==> src/rtl/decode_pkg_r32i.sv <==
// Shared RV32I decode definitions: opcodes, ALU codes, instruction classes and the decoded entry layout.
package decode_pkg_r32i;

  localparam int unsigned DATA_W = 32;
  localparam int unsigned REG_W  = 5;

  localparam logic [6:0] OPC_LUI      = 7'b0110111;
  localparam logic [6:0] OPC_AUIPC    = 7'b0010111;
  localparam logic [6:0] OPC_JAL      = 7'b1101111;
  localparam logic [6:0] OPC_JALR     = 7'b1100111;
  localparam logic [6:0] OPC_BRANCH   = 7'b1100011;
  localparam logic [6:0] OPC_LOAD     = 7'b0000011;
  localparam logic [6:0] OPC_STORE    = 7'b0100011;
  localparam logic [6:0] OPC_OP_IMM   = 7'b0010011;
  localparam logic [6:0] OPC_OP       = 7'b0110011;
  localparam logic [6:0] OPC_MISC_MEM = 7'b0001111;
  localparam logic [6:0] OPC_SYSTEM   = 7'b1110011;

  typedef enum logic [3:0] {
    ALU_ADD  = 4'd0,
    ALU_SLT  = 4'd1,
    ALU_SLTU = 4'd2,
    ALU_XOR  = 4'd3,
    ALU_OR   = 4'd4,
    ALU_AND  = 4'd5,
    ALU_SSL  = 4'd6,
    ALU_SSR  = 4'd7,
    ALU_SRA  = 4'd8,
    ALU_CPY  = 4'd9
  } alucode_e;

  typedef enum logic [2:0] {
    CLS_ALU    = 3'd0,
    CLS_LOAD   = 3'd1,
    CLS_STORE  = 3'd2,
    CLS_BRANCH = 3'd3,
    CLS_JAL    = 3'd4,
    CLS_JALR   = 3'd5,
    CLS_LUIPC  = 3'd6,
    CLS_SYSTEM = 3'd7
  } class_e;

  typedef struct packed {
    alucode_e          alucode;
    logic [REG_W-1:0]  rs1;
    logic [REG_W-1:0]  rs2;
    logic [REG_W-1:0]  rd;
    logic [DATA_W-1:0] imm;
    logic              a_sel;
    logic              b_sel;
    logic              b_neg;
    logic              rd_we;
    class_e            cls;
    logic [2:0]        funct3;
    logic [DATA_W-1:0] pc;
    logic              illegal;
  } decoded_t;

  // funct3 to ALU function for OP / OP-IMM; bit30 picks arithmetic right shift
  function automatic alucode_e alu_from_f3(input logic [2:0] f3, input logic bit30);
    case (f3)
      3'b000:  return ALU_ADD;
      3'b001:  return ALU_SSL;
      3'b010:  return ALU_SLT;
      3'b011:  return ALU_SLTU;
      3'b100:  return ALU_XOR;
      3'b101:  return bit30 ? ALU_SRA : ALU_SSR;
      3'b110:  return ALU_OR;
      default: return ALU_AND;
    endcase
  endfunction

endpackage

==> src/rtl/skid_buffer_r32i.sv <==
// Generic 2-entry valid/ready skid buffer; in_ready is a flop output and order is preserved.
module skid_buffer_r32i #(
  parameter int unsigned W = 8
) (
  input  logic         clock,
  input  logic         nReset,
  input  logic         flush,
  input  logic         in_valid,
  output logic         in_ready,
  input  logic [W-1:0] in_data,
  output logic         out_valid,
  input  logic         out_ready,
  output logic [W-1:0] out_data
);

  logic         main_valid_q, main_valid_d;
  logic         skid_valid_q, skid_valid_d;
  logic [W-1:0] main_data_q, main_data_d;
  logic [W-1:0] skid_data_q, skid_data_d;
  logic         ready_q, ready_d;
  logic         in_xfer, out_xfer;

  // Next-state: flush wins; a free or draining main takes skid first, then new input
  always_comb begin
    main_valid_d = main_valid_q;
    main_data_d  = main_data_q;
    skid_valid_d = skid_valid_q;
    skid_data_d  = skid_data_q;
    in_xfer      = in_valid & ready_q;
    out_xfer     = main_valid_q & out_ready;
    if (flush) begin
      main_valid_d = 1'b0;
      skid_valid_d = 1'b0;
    end else if (!main_valid_q || out_xfer) begin
      if (skid_valid_q) begin
        main_valid_d = 1'b1;
        main_data_d  = skid_data_q;
        skid_valid_d = 1'b0;
      end else begin
        main_valid_d = in_xfer;
        if (in_xfer) main_data_d = in_data;
      end
    end else if (in_xfer) begin
      skid_valid_d = 1'b1;
      skid_data_d  = in_data;
    end
    ready_d = ~skid_valid_d;
  end

  always_ff @(posedge clock or negedge nReset) begin
    if (!nReset) begin
      main_valid_q <= 1'b0;
      skid_valid_q <= 1'b0;
      main_data_q  <= '0;
      skid_data_q  <= '0;
      ready_q      <= 1'b1;
    end else begin
      main_valid_q <= main_valid_d;
      skid_valid_q <= skid_valid_d;
      main_data_q  <= main_data_d;
      skid_data_q  <= skid_data_d;
      ready_q      <= ready_d;
    end
  end

  assign in_ready  = ready_q;
  assign out_valid = main_valid_q;
  assign out_data  = main_data_q;

endmodule

==> src/rtl/decode_stage_r32i.sv <==
// RV32I decode stage: combinational decode of {instr, pc} registered through a 2-entry skid buffer.
module decode_stage_r32i
  import decode_pkg_r32i::*;
#(
  parameter int unsigned dataW = 32
) (
  input  logic             clock,
  input  logic             nReset,
  input  logic             in_valid,
  output logic             in_ready,
  input  logic [31:0]      instr,
  input  logic [dataW-1:0] pc,
  input  logic             flush,
  output logic             out_valid,
  input  logic             out_ready,
  output logic [3:0]       out_alucode,
  output logic [4:0]       out_rs1,
  output logic [4:0]       out_rs2,
  output logic [4:0]       out_rd,
  output logic [dataW-1:0] out_imm,
  output logic             out_a_sel,
  output logic             out_b_sel,
  output logic             out_b_neg,
  output logic             out_rd_we,
  output logic [2:0]       out_class,
  output logic [2:0]       out_funct3,
  output logic [dataW-1:0] out_pc,
  output logic             out_illegal
);

  localparam int unsigned DEC_W = $bits(decoded_t);

  logic [6:0]        opcode;
  logic [2:0]        f3;
  logic [6:0]        f7;
  logic [DATA_W-1:0] imm_i, imm_s, imm_b, imm_u, imm_j;
  logic              ill, we;
  decoded_t          dec, q;
  logic [DEC_W-1:0]  skid_q;

  assign opcode = instr[6:0];
  assign f3     = instr[14:12];
  assign f7     = instr[31:25];
  assign imm_i  = {{20{instr[31]}}, instr[31:20]};
  assign imm_s  = {{20{instr[31]}}, instr[31:25], instr[11:7]};
  assign imm_b  = {{19{instr[31]}}, instr[31], instr[7], instr[30:25], instr[11:8], 1'b0};
  assign imm_u  = {instr[31:12], 12'b0};
  assign imm_j  = {{11{instr[31]}}, instr[31], instr[19:12], instr[20], instr[30:21], 1'b0};

  // Register fields and funct3 pass through raw; illegal entries collapse to a harmless SYSTEM/ADD
  always_comb begin
    dec        = '0;
    dec.rs1    = instr[19:15];
    dec.rs2    = instr[24:20];
    dec.rd     = instr[11:7];
    dec.funct3 = f3;
    dec.pc     = DATA_W'(pc);
    dec.alucode = ALU_ADD;
    dec.cls    = CLS_SYSTEM;
    ill        = 1'b0;
    we         = 1'b0;
    case (opcode)
      OPC_OP: begin
        dec.cls     = CLS_ALU;
        dec.alucode = alu_from_f3(f3, instr[30]);
        dec.b_neg   = (f3 == 3'b000) && (f7 == 7'h20);
        we          = 1'b1;
        ill = !((f7 == 7'h00) || ((f7 == 7'h20) && ((f3 == 3'b000) || (f3 == 3'b101))));
      end
      OPC_OP_IMM: begin
        dec.cls     = CLS_ALU;
        dec.alucode = alu_from_f3(f3, instr[30]);
        dec.b_sel   = 1'b1;
        we          = 1'b1;
        if (f3 == 3'b001) begin
          dec.imm = DATA_W'(instr[24:20]);
          ill     = (f7 != 7'h00);
        end else if (f3 == 3'b101) begin
          dec.imm = DATA_W'(instr[24:20]);
          ill     = (f7 != 7'h00) && (f7 != 7'h20);
        end else begin
          dec.imm = imm_i;
        end
      end
      OPC_LUI: begin
        dec.cls     = CLS_LUIPC;
        dec.alucode = ALU_CPY;
        dec.b_sel   = 1'b1;
        dec.imm     = imm_u;
        we          = 1'b1;
      end
      OPC_AUIPC: begin
        dec.cls   = CLS_LUIPC;
        dec.a_sel = 1'b1;
        dec.b_sel = 1'b1;
        dec.imm   = imm_u;
        we        = 1'b1;
      end
      OPC_LOAD: begin
        dec.cls   = CLS_LOAD;
        dec.b_sel = 1'b1;
        dec.imm   = imm_i;
        we        = 1'b1;
      end
      OPC_STORE: begin
        dec.cls   = CLS_STORE;
        dec.b_sel = 1'b1;
        dec.imm   = imm_s;
      end
      OPC_BRANCH: begin
        dec.cls = CLS_BRANCH;
        dec.imm = imm_b;
        case (f3)
          3'b000, 3'b001: dec.alucode = ALU_XOR;
          3'b100, 3'b101: dec.alucode = ALU_SLT;
          3'b110, 3'b111: dec.alucode = ALU_SLTU;
          default:        ill = 1'b1;
        endcase
      end
      OPC_JAL: begin
        dec.cls   = CLS_JAL;
        dec.a_sel = 1'b1;
        dec.b_sel = 1'b1;
        dec.imm   = imm_j;
        we        = 1'b1;
      end
      OPC_JALR: begin
        dec.cls   = CLS_JALR;
        dec.b_sel = 1'b1;
        dec.imm   = imm_i;
        we        = 1'b1;
        ill       = (f3 != 3'b000);
      end
      OPC_MISC_MEM: dec.cls = CLS_SYSTEM;
      // Only ECALL and EBREAK are recognised here; CSR forms are not RV32I base
      OPC_SYSTEM: ill = (instr[31:21] != 11'd0) || (instr[19:7] != 13'd0);
      default: ill = 1'b1;
    endcase
    if (ill) begin
      dec.alucode = ALU_ADD;
      dec.cls     = CLS_SYSTEM;
      dec.imm     = '0;
      dec.a_sel   = 1'b0;
      dec.b_sel   = 1'b0;
      dec.b_neg   = 1'b0;
      we          = 1'b0;
    end
    dec.illegal = ill;
    dec.rd_we   = we && (instr[11:7] != 5'd0);
  end

  skid_buffer_r32i #(
    .W(DEC_W)
  ) u_skid (
    .clock     (clock),
    .nReset    (nReset),
    .flush     (flush),
    .in_valid  (in_valid),
    .in_ready  (in_ready),
    .in_data   (dec),
    .out_valid (out_valid),
    .out_ready (out_ready),
    .out_data  (skid_q)
  );

  assign q           = skid_q;
  assign out_alucode = q.alucode;
  assign out_rs1     = q.rs1;
  assign out_rs2     = q.rs2;
  assign out_rd      = q.rd;
  assign out_imm     = dataW'(q.imm);
  assign out_a_sel   = q.a_sel;
  assign out_b_sel   = q.b_sel;
  assign out_b_neg   = q.b_neg;
  assign out_rd_we   = q.rd_we;
  assign out_class   = q.cls;
  assign out_funct3  = q.funct3;
  assign out_pc      = dataW'(q.pc);
  assign out_illegal = q.illegal;

endmodule
==> config.mk <==
export PLATFORM = sky130hd
export DESIGN_NAME = decode_stage_r32i
export DESIGN_NICKNAME = d
export VERILOG_FILES = /design/src/rtl/decode_pkg_r32i.sv /design/src/rtl/skid_buffer_r32i.sv /design/src/rtl/decode_stage_r32i.sv
export SDC_FILE = /design/constraint.sdc
export NUM_CORES = 1
export LEC_CHECK = 0
export CAP_MARGIN = 20
export CORE_MARGIN = 2
export CORE_UTILIZATION = 57
export DETAILED_ROUTE_END_ITERATION = 12
export PLACE_DENSITY_LB_ADDON = 0.15
export SLEW_MARGIN = 20
export SYNTH_ARGS = -nofsm -noshare
export SYNTH_HDL_FRONTEND = slang
export SYNTH_SLANG_ARGS = --single-unit
==> constraint.sdc <==
create_clock -name clock -period 3.7 [get_ports clock]
set_input_delay 0.74 -clock clock [delete_from_list [all_inputs] [get_ports clock]]
set_output_delay 0.74 -clock clock [all_outputs]
set_load 0.01 [all_outputs]
==> results.json <==
{
  "fmax_mhz": 296,
  "core.rowCount": 45,
  "crit_path_start": "instr[26]",
  "max_slew_margin_pct": 29.9,
  "yosys_most_used_dff": "sky130_fd_sc_hd__dfrtp_1",
  "cp_data_arrival_time_ps": 3730,
  "power.density_cell_area_mw_per_mm2": 454,
  "die_width_um": 128,
  "cts_tree": "done",
  "hold_class": "primary input to asynchronous set/reset pin",
  "core_mm2": 0.0151,
  "clock_latency_ps": 430,
  "dpl_cell_area_mm2": 0.0107,
  "top_level_ports": 165,
  "ys_types": 49,
  "share_of_synthesized_flip_flops_with_an_asynchronous_set_or_reset_pct": 100,
  "drcViolationCount": 0,
  "ys_seq_area_share_pct": 54.5,
  "placement.io_buffers": 164,
  "grt_pass1_wl_um": 37900,
  "number_of_maximum_capacitance_constraint_violations": 0,
  "numCtsBuffers": 17,
  "finalClockSkew_ps": 5.68,
  "finish.net_count": 1170,
  "worst_ir_drop_vdd_mv": 0.325,
  "ant_nets": 0,
  "route.detailed.wl_per_inst_um": 18.2,
  "globalplace.congestion": 0.885,
  "synth-edff-count": 0,
  "worst_r2r_endpoint": "u_skid.out_data[44]$_DFFE_PN0P_",
  "slew_viol_final": 0,
  "power_leakage_uw": 0.00501,
  "die_area_mm2": 0.0164,
  "ys.warnings.count": 0,
  "drt-vias-per-instance": 5.89,
  "detail_route.first_pass.iterations": 5,
  "yosys_register_bits": 191,
  "syn-mean-instance-area_um2": 9.22,
  "dr_total_vias": 7640,
  "end_kind": "register",
  "status": "complete, no violations",
  "cell_area_after_technology_mapping_mm2": 0.00877,
  "syn2layout_area_growth_pct": 28.8,
  "cts.repair.resized": 0,
  "finalCritPeriodShare_pct": 91.4,
  "final_critical_period_ps": 3380,
  "preCtsSetupSlack_ps": -100,
  "cts.path.max_buffers": 2,
  "diodes": 0,
  "cell_count_after_synthesis": 952,
  "starting_density_pct": 57.9,
  "antenna_found_initial": 0,
  "final_cell_mix": "260 x sky130_fd_sc_hd__nand2_1, 189 x sky130_fd_sc_hd__dfrtp_1, 163 x sky130_fd_sc_hd__clkdlybuf4s50_1",
  "worst-r2r-cell-count": 7,
  "postCtsHoldBufs": 0,
  "worstSetupStartpointType": "primary input",
  "drt_iter0_markers": 668,
  "final_cell_area_mm2": 0.0113,
  "ctsHtreeMaxLevel": 4,
  "cp_max_fo": 10,
  "report.final.hold_viol_count": 0,
  "first_global_vias": 7324,
  "unrepaired_setup_endpoints_after_global_routing": "false",
  "rrSetupSlack_ps": 1200,
  "globalRoute.totalOverflow": 0,
  "type_of_the_setup_path_with_the_least_slack": "primary input to register",
  "drt-total-wl_um": 23600,
  "grt_max_degree": 101,
  "clkSinkCount": 191,
  "critical_path.reg2reg.startpoint": "u_skid.skid_valid_q$_DFF_PN0_",
  "die-height_um": 128,
  "timing.final.setup_violations": 0,
  "max_slew.worst_pin.slew_ps": 1050,
  "cp.required_ps": 4040,
  "post-cts-setup-buffer-count": 0,
  "layout-drive-gt1-share_pct": 7.03,
  "layout.core_utilization_pct": 74.6,
  "worst_setup_hold_path_clk_slew_ps": 70,
  "fin_ws_ps": 317,
  "clock_tree_root_buffer_cell": "sky130_fd_sc_hd__clkbuf_16",
  "dp_hpwl_um": 15300,
  "global_route.usage.total_pct": 29.6,
  "final_common_cell": "sky130_fd_sc_hd__nand2_1",
  "fin_tns_setup_ps": 0,
  "syn-num-nets": 1025,
  "cp-endpoint": "u_skid.out_data[48]$_DFFE_PN0P_"
}
[layer usage]
metal / global-route usage, % / wire length [um]
met5: 0 / 0
met4: 10.2 / 496
met3: 7.68 / 1880
met2: 44.9 / 10900
met1: 41.9 / 10300
[report_power, final]
group          total, uW  switching [uW]  internal [uW]
sequential          2480             137           2340
combinational        860             441            419
clock               1790             767           1030
total               5130            1350           3780
[synth_stat cells (3+ instances only)]
master                     count  area share [%]
sky130_fd_sc_hd__a22oi_1       5            0.43
sky130_fd_sc_hd__nand2_1     261              11
sky130_fd_sc_hd__and3_1       32             2.3
sky130_fd_sc_hd__o31ai_1      60             5.1
sky130_fd_sc_hd__nand2b_1      6            0.43
sky130_fd_sc_hd__nor2_1       31             1.3
sky130_fd_sc_hd__a21oi_1      82             4.7
sky130_fd_sc_hd__dfrtp_1     190              54
sky130_fd_sc_hd__nand3_1       5            0.29
sky130_fd_sc_hd__nand3b_1      6            0.51
sky130_fd_sc_hd__or4_1         5            0.43
sky130_fd_sc_hd__inv_1         8            0.34
sky130_fd_sc_hd__or3_1         4            0.29
sky130_fd_sc_hd__mux2i_1      50             5.7
sky130_fd_sc_hd__ha_1          4            0.57
sky130_fd_sc_hd__clkbuf_1     71             3.0
sky130_fd_sc_hd__or4b_1        4            0.46
sky130_fd_sc_hd__o21ai_0      76             4.3
sky130_fd_sc_hd__or2_2         3            0.21
sky130_fd_sc_hd__buf_1         3            0.13
sky130_fd_sc_hd__nor4_1        6            0.43
sky130_fd_sc_hd__nor3_1        9            0.51
[sequential cells by signal (all words and copies together), names as in the netlist]
register / cells
u_skid.skid_data_q: 94
u_skid.out_data: 94
u_skid.out_valid: 1
u_skid.skid_valid_q: 1
u_skid.in_ready: 1
[critical path, stage by stage]
cell                              delay [ps]
sky130_fd_sc_hd__clkdlybuf4s50_1         440
sky130_fd_sc_hd__or4_1                   590
sky130_fd_sc_hd__or4_1                   440
sky130_fd_sc_hd__o31ai_1                 390
sky130_fd_sc_hd__o2111ai_4               260
sky130_fd_sc_hd__or4b_2                  690
sky130_fd_sc_hd__a21oi_1                 170
[stage by stage]
stage / hold WS (ps) / total power, uW / std cells
4_1_cts: 435 / 5150 / 1297
3_5_place_dp: 459 / 3370 / 1266
2_1_floorplan: 437 / 2860 / 952
6_report: 406 / 5130 / 1297
5_1_grt: 474 / 5360 / 1297
3_3_place_gp: 451 / 3340 / 1266
[final cells by class]
class	instances	area, um^2
Clock buffer	21	460
Tap cell	188	235
Timing Repair Buffer	201	1960
Multi-Input combinational cell	678	3720
Clock inverter	10	111
Fill cell	1114	3850
Inverter	8	30.0
Sequential cell	191	4780
[worst min path at each step]
stage                                                  start                            endpoint  slack (ps)  depth (start not counted)
final                                                 nReset     u_skid.out_data[38]$_DFFE_PN0P_         410                          1
after global routing                                  nReset  u_skid.skid_data_q[42]$_DFFE_PN0P_         470                          1
after CTS                                             nReset     u_skid.out_data[38]$_DFFE_PN0P_         430                          1
after detailed placement  u_skid.skid_data_q[73]$_DFFE_PN0P_  u_skid.skid_data_q[73]$_DFFE_PN0P_         460                          2
after global placement     u_skid.skid_data_q[0]$_DFFE_PN0P_   u_skid.skid_data_q[0]$_DFFE_PN0P_         450                          2
after floorplan                                       nReset      u_skid.out_data[0]$_DFFE_PN0P_         440                          0
[kinds of logic after synthesis]
logic type                 count (synthesis)  share of synthesized area (%)
AOI/OAI and AO/OA                        241                           16.3
DFF                                      191                           54.5
adders and majority gates                  4                          0.570
muxes                                     50                           5.70
and+or+nand+nor                          382                           19.3
xor gates and xnor gates                   1                         0.0998
buffers and inverters                     83                           3.56
Power figures use the tool's default switching activity.
